==> src/rtl/spi_packet_scheduler.sv <==
// spi_packet_scheduler: 2:1 x 2:1 downsample, pack LINES pixels per packet, buffer and hand packets to the SPI sender.
// Latency: packet pushed 1 cycle after its last accept; trigger at least 2 cycles after push. Option: PKT_FRAME_HEADER_EN.
// Backpressure: none upstream (full FIFO drops the new packet, counted); sender paced by trigger/busy handshake with timeout.

module spi_pkt_fifo #(
    parameter int WIDTH = 96,
    parameter int DEPTH = 4
) (
    input  logic             clk_in,
    input  logic             rst_in,
    input  logic             push_vld,
    input  logic [WIDTH-1:0] push_dat,
    input  logic             pop,
    output logic             head_vld,
    output logic [WIDTH-1:0] head_dat,
    output logic             push_drop
);
    // Generic packet FIFO: show-ahead head, pointer-only reset.
    // Latency: pushed entry visible at head one cycle after the push.
    // Backpressure: a push while full is refused unless a pop happens in the same cycle.
    localparam int AW = $clog2(DEPTH);

    logic [WIDTH-1:0] mem [DEPTH];
    logic [AW:0]      wr_ptr;
    logic [AW:0]      rd_ptr;
    logic             full;
    logic             push_ok;
    logic             pop_ok;

    assign full      = (wr_ptr[AW-1:0] == rd_ptr[AW-1:0]) && (wr_ptr[AW] != rd_ptr[AW]);
    assign head_vld  = (wr_ptr != rd_ptr);
    assign pop_ok    = pop & head_vld;
    assign push_ok   = push_vld & (~full | pop_ok);
    assign push_drop = push_vld & ~push_ok;
    assign head_dat  = mem[rd_ptr[AW-1:0]];

    always_ff @(posedge clk_in or negedge rst_in) begin
        if (!rst_in) begin
            wr_ptr <= '0;
            rd_ptr <= '0;
        end else begin
            if (push_ok) wr_ptr <= wr_ptr + 1'b1;
            if (pop_ok)  rd_ptr <= rd_ptr + 1'b1;
        end
    end

    always_ff @(posedge clk_in) begin
        if (push_ok) mem[wr_ptr[AW-1:0]] <= push_dat;
    end
endmodule

module spi_packet_scheduler #(
    parameter int                    LINES       = 6,
    parameter int                    DATA_WIDTH  = 16,
    parameter int                    FIFO_DEPTH  = 4,
    parameter int                    ACK_TIMEOUT = 4,
    parameter logic [DATA_WIDTH-1:0] HEADER_WORD = 16'hA5A5
) (
    input  logic                         clk_in,
    input  logic                         rst_in,
    input  logic                         enable_in,
    input  logic                         pixel_valid_in,
    input  logic [DATA_WIDTH-1:0]        pixel_data_in,
    input  logic [10:0]                  hcount_in,
    input  logic [9:0]                   vcount_in,
    input  logic                         spi_busy_in,
    output logic                         spi_trigger_out,
    output logic [LINES*DATA_WIDTH-1:0]  spi_data_out,
    output logic                         frame_start_out,
    output logic [15:0]                  pkt_count_out,
    output logic [7:0]                   drop_count_out,
    output logic                         ack_err_out
);
    localparam int PW = LINES * DATA_WIDTH;
    localparam int CW = $clog2(LINES);
    localparam int TW = $clog2(ACK_TIMEOUT) + 1;

    typedef enum logic [1:0] {IDLE, ISSUE, WAIT_ACK, WAIT_DONE} state_t;

    logic          accept;
    logic          frame_hit;
    logic [CW-1:0] lane_idx;
    logic [CW-1:0] pack_cnt;
    logic [PW-1:0] pack_dat;
    logic [PW-1:0] pack_nxt;
    logic          pkt_done;
    logic          pix_vld;
    logic [PW-1:0] pix_dat;
    logic          push_vld;
    logic [PW-1:0] push_dat;
    logic          push_drop;
    logic          head_vld;
    logic [PW-1:0] head_dat;
    logic          pop;
    state_t        state;
    state_t        state_nxt;
    logic [TW-1:0] ack_cnt;
    logic          ack_timeout;
    logic          xfer_done;

    assign accept    = pixel_valid_in & enable_in & ~hcount_in[0] & ~vcount_in[0];
    assign frame_hit = accept & (hcount_in == '0) & (vcount_in == '0);
    // Origin pixel restarts packing in the top lane, silently discarding any partial packet.
    assign lane_idx  = frame_hit ? '0 : pack_cnt;
    assign pkt_done  = accept & (lane_idx == CW'(LINES - 1));

    always_comb begin
        pack_nxt = pack_dat;
        for (int i = 0; i < LINES; i++) begin
            if (lane_idx == CW'(i)) pack_nxt[PW-1-i*DATA_WIDTH -: DATA_WIDTH] = pixel_data_in;
        end
    end

    always_ff @(posedge clk_in or negedge rst_in) begin
        if (!rst_in) begin
            pack_cnt        <= '0;
            pack_dat        <= '0;
            pix_vld         <= 1'b0;
            pix_dat         <= '0;
            frame_start_out <= 1'b0;
        end else begin
            if (accept) begin
                pack_dat <= pack_nxt;
                pack_cnt <= pkt_done ? '0 : lane_idx + 1'b1;
            end
            pix_vld         <= pkt_done;
            if (pkt_done) pix_dat <= pack_nxt;
            frame_start_out <= frame_hit;
        end
    end

`ifdef PKT_FRAME_HEADER_EN
    logic          hdr_vld;
    logic [15:0]   frame_ctr;
    logic [PW-1:0] hdr_dat;

    always_comb begin
        hdr_dat                  = {LINES{HEADER_WORD}};
        hdr_dat[DATA_WIDTH-1:0]  = DATA_WIDTH'(frame_ctr);
    end

    // Header push lands the cycle after the origin accept, ahead of that frame's first pixel packet.
    always_ff @(posedge clk_in or negedge rst_in) begin
        if (!rst_in) begin
            hdr_vld   <= 1'b0;
            frame_ctr <= '0;
        end else begin
            hdr_vld <= frame_hit;
            if (hdr_vld) frame_ctr <= frame_ctr + 16'd1;
        end
    end

    assign push_vld = pix_vld | hdr_vld;
    assign push_dat = hdr_vld ? hdr_dat : pix_dat;
`else
    assign push_vld = pix_vld;
    assign push_dat = pix_dat;
`endif

    spi_pkt_fifo #(
        .WIDTH (PW),
        .DEPTH (FIFO_DEPTH)
    ) u_fifo (
        .clk_in    (clk_in),
        .rst_in    (rst_in),
        .push_vld  (push_vld),
        .push_dat  (push_dat),
        .pop       (pop),
        .head_vld  (head_vld),
        .head_dat  (head_dat),
        .push_drop (push_drop)
    );

    assign ack_timeout = (state == WAIT_ACK) & ~spi_busy_in & (ack_cnt == TW'(ACK_TIMEOUT - 1));
    assign xfer_done   = (state == WAIT_DONE) & ~spi_busy_in;

    always_comb begin
        state_nxt = state;
        pop       = 1'b0;
        case (state)
            IDLE:      if (head_vld && !spi_busy_in) state_nxt = ISSUE;
            ISSUE: begin
                pop       = 1'b1;
                state_nxt = WAIT_ACK;
            end
            WAIT_ACK: begin
                if (spi_busy_in)      state_nxt = WAIT_DONE;
                else if (ack_timeout) state_nxt = IDLE;
            end
            WAIT_DONE: if (!spi_busy_in) state_nxt = IDLE;
            default:   state_nxt = IDLE;
        endcase
    end

    // Trigger and packet are registered on entry to ISSUE so both are valid for the whole ISSUE cycle.
    always_ff @(posedge clk_in or negedge rst_in) begin
        if (!rst_in) begin
            state           <= IDLE;
            ack_cnt         <= '0;
            spi_trigger_out <= 1'b0;
            spi_data_out    <= '0;
            pkt_count_out   <= '0;
            drop_count_out  <= '0;
            ack_err_out     <= 1'b0;
        end else begin
            state           <= state_nxt;
            ack_cnt         <= (state == WAIT_ACK) ? ack_cnt + 1'b1 : '0;
            spi_trigger_out <= (state_nxt == ISSUE);
            if (state_nxt == ISSUE) spi_data_out <= head_dat;
            if (xfer_done)          pkt_count_out <= pkt_count_out + 16'd1;
            if (push_drop && drop_count_out != 8'hFF) drop_count_out <= drop_count_out + 8'd1;
            if (ack_timeout)        ack_err_out <= 1'b1;
        end
    end
endmodule

==> config.mk <==
export PLATFORM = sky130hd
export DESIGN_NAME = spi_packet_scheduler
export DESIGN_NICKNAME = d
export VERILOG_FILES = /design/src/rtl/spi_packet_scheduler.sv
export SDC_FILE = /design/constraint.sdc
export NUM_CORES = 1
export LEC_CHECK = 0
export CELL_PAD_IN_SITES_DETAIL_PLACEMENT = 1
export CELL_PAD_IN_SITES_GLOBAL_PLACEMENT = 2
export CORE_MARGIN = 2
export CORE_UTILIZATION = 49
export DETAILED_ROUTE_END_ITERATION = 10
export PLACE_DENSITY = 0.94
export REMOVE_ABC_BUFFERS = 1
export SLEW_MARGIN = 20
export SYNTH_ARGS = -nofsm -noshare
export SYNTH_HDL_FRONTEND = slang
export SYNTH_SLANG_ARGS = --single-unit
export TNS_END_PERCENT = 1
==> constraint.sdc <==
create_clock -name clk_in -period 11.75 [get_ports clk_in]
set_clock_uncertainty 0.05 [all_clocks]
set_input_delay 1.175 -clock clk_in [delete_from_list [all_inputs] [get_ports clk_in]]
set_output_delay 1.175 -clock clk_in [all_outputs]
set_load 0.01 [all_outputs]
==> impl_metrics.ini <==
[status]
status = finished, final reports clean

[cts]
post_cts_buffers = 0
cts_resized = 0
clockRootBuffer = clkbuf_16
clkTransAtPathRegs_ns = 0.06
clock-sinks = 698
worstSkewPairLatency_ns = 0.60
clockBufferDepth = 3
h-tree-depth = 3
ctsHoldBuffers = 0
cts_buffers = 71
cts_tree = built

[routing]
drt-vias-per-instance = 5.88
avgRoutedWirePerCell_um = 26.9
route.detailed.drc = 0
firstDrtPassIters = 5
initialDrtViolationCount = 987
antenna_left = 0
vias = 13600
routed_wl_mm = 62.0

[critical_path]
worstPathMaxFanout = 25
rrSetupSlack_ns = 7.85
startpoint_type = input port
end_kind = flop
r2r_cells = 4
critPathKind = in -> reg
r2r_start = u_fifo.rd_ptr[1]
crit_arrival_ns = 4.99
critPathRequiredTime_ns = 12.16
rr_endpoint = u_fifo.mem[3][33]

[sta]
relSlewSlack = 0.285
drv_slew = 0
clock.fmax_ghz = 0.219
hold_viol_final = 0
tightestPinTransition_ns = 1.07
rsz0062_at_grt = false
period_minus_slack_ns = 4.57
period_share = 0.389
setup_viol_count_final = 0
tns_ns = 0

[finish]
final_area_mm2 = 0.0314
layout-drive-gt1-share = 0.294
layout_common_cells = 384 x edfxtp_1, 312 x dfrtp_1, 220 x mux2_2, 163 x clkdlybuf4s50_1, 96 x mux4_2
nets = 1602
n_fill_cell = 4612
synthToLayoutAreaGrowth_pct = 17.8
layout_commonest_cell = edfxtp_1
num_antenna_cells = 0

[logic_synthesis]
synth_area_mm2 = 0.0266
yosysTopAreaCell = edfxtp_1
yosysWarnings = 0
syn_area_per_cell_um2 = 19.5
synthArstFlopShare = 0.450
synth_cells = 1367
synthTopCellsByArea = edfxtp_1 43%, dfrtp_1 29%, mux2_2 9.3%
synthDistinctLibCells = 55
yosysSeqAreaShare = 0.728
ys_ff_latch = 698
ys.flop_type = edfxtp_1
synth_top_area_frac = 0.433
synth-edff-count = 384

[floorplanning]
die_x_um = 237
fp.dieH_um = 237
core_mm2 = 0.0538
start_util = 0.495
io_pins = 165
core.rowCount = 85
dieArea_mm2 = 0.0562

[place]
placed_cell_area_mm2 = 0.0290
port_buffers = 164
gp_congestion = 0.750
dp_hpwl_mm = 34.4

[power_and_ir_drop]
vdd_drop_max_v = 0.000124
power_density_mw_per_mm2 = 222
p_leak_nw = 11.9

[run]
cap_violations = 0

[grt]
grt_first_pass_wirelength_mm = 95.4
antenna_found_initial = 2
grt_start_max_net_pins = 113
grt_usage = 0.227
overflow = 0
grt_pass1_vias = 15100

[min_path]
holdPathEnd = ack_cnt[0]
min_from = ack_cnt[0]
holdCritPathClass = reg -> reg
min_path_cells = 1
[metrics by stage]
step                utilization  total power, mW  worst slack [ns]  std cells  hold WS [ns]
finish                    0.583             6.96              7.18       2304         0.387
global route              0.583             7.23              6.99       2304         0.414
CTS                       0.583             7.03              7.26       2304         0.389
detailed placement        0.538             4.66              6.77       2173         0.381
global placement          0.538             4.59              6.96       2172         0.369
floorplan                     -             4.07              3.88       1297         0.360
[registers in the layout, indices dropped and copies added, names as in the netlist, 2 cells and up]
register and flops:
state 2, pack_cnt 3, pkt_count_out 16, drop_count_out 8, u_fifo.rd_ptr 3, pack_dat 80, u_fifo.mem 384, pix_dat 96
u_fifo.wr_ptr 3, ack_cnt 3, spi_data_out 96
[synthesized netlist by cell type, types with 13 or more instances]
master,number
a22oi_1,25
buf_2,36
clkbuf_1,19
dfrtp_1,314
edfxtp_1,384
mux2_2,220
mux2i_1,25
mux4_2,96
nand2_1,23
nand4_1,13
nand4b_1,16
nor2_1,38
o22a_1,16
xnor2_1,17
[worst max-delay path, stage by stage]
cell	delay, ns
clkdlybuf4s50_1	0.43
and4bb_2	0.82
nand2_1	0.20
o21ai_0	0.22
ha_1	0.88
nand2_1	0.75
mux2_2	0.49
[per-layer routing]
layer  share of wire  vias up  GRT usage
met1            0.41     7348      0.299
met3           0.047      118     0.0369
li1                -     5686          -
met2            0.52      402      0.388
met4           0.028        2     0.0789
met5         0.00018        -          0
[power breakdown]
| part | switching, mW | internal, mW | total (mW) |
|---|---|---|---|
| combinational | 0.575 | 0.815 | 1.39 |
| clock | 0.947 | 1.39 | 2.34 |
| sequential | 0.295 | 2.93 | 3.23 |
[cell type report]
type	count	area, um^2	share of cell area
clock inverters	30	340	0.0108
inverters	7	26.3	0.000837
well taps	696	871	0.0278
repair buffers	180	1780	0.0567
multi-input cells	592	6890	0.220
clock buffers	101	2080	0.0662
flip-flops and latches	698	19400	0.618
[worst max path at each step]
stage	from	endpoint
finish	vcount_in[0]	pack_dat[35]
floorplan	u_fifo.rd_ptr[0]	spi_data_out[10]
CTS	vcount_in[0]	pack_dat[35]
global route	enable_in	pack_dat[35]
detailed placement	vcount_in[0]	pack_dat[41]
global placement	vcount_in[0]	pack_dat[45]
[cells by family (layout without fill, tap and decap cells)]
| logic type | Yosys count | count (layout) | share of synthesized area |
|---|---|---|---|
| buffers and inverters | 77 | 318 | 0.0158 |
| AO/OA/AOI/OAI | 57 | 57 | 0.0184 |
| XOR/XNOR | 30 | 30 | 0.0104 |
| adder cells (fa/ha/maj) | 10 | 10 | 0.00470 |
| AND/OR/NAND/NOR | 133 | 133 | 0.0289 |
| multiplexers | 362 | 362 | 0.194 |
| flip-flops | 698 | 698 | 0.728 |
Note: power is estimated with default switching activity, not from simulation.
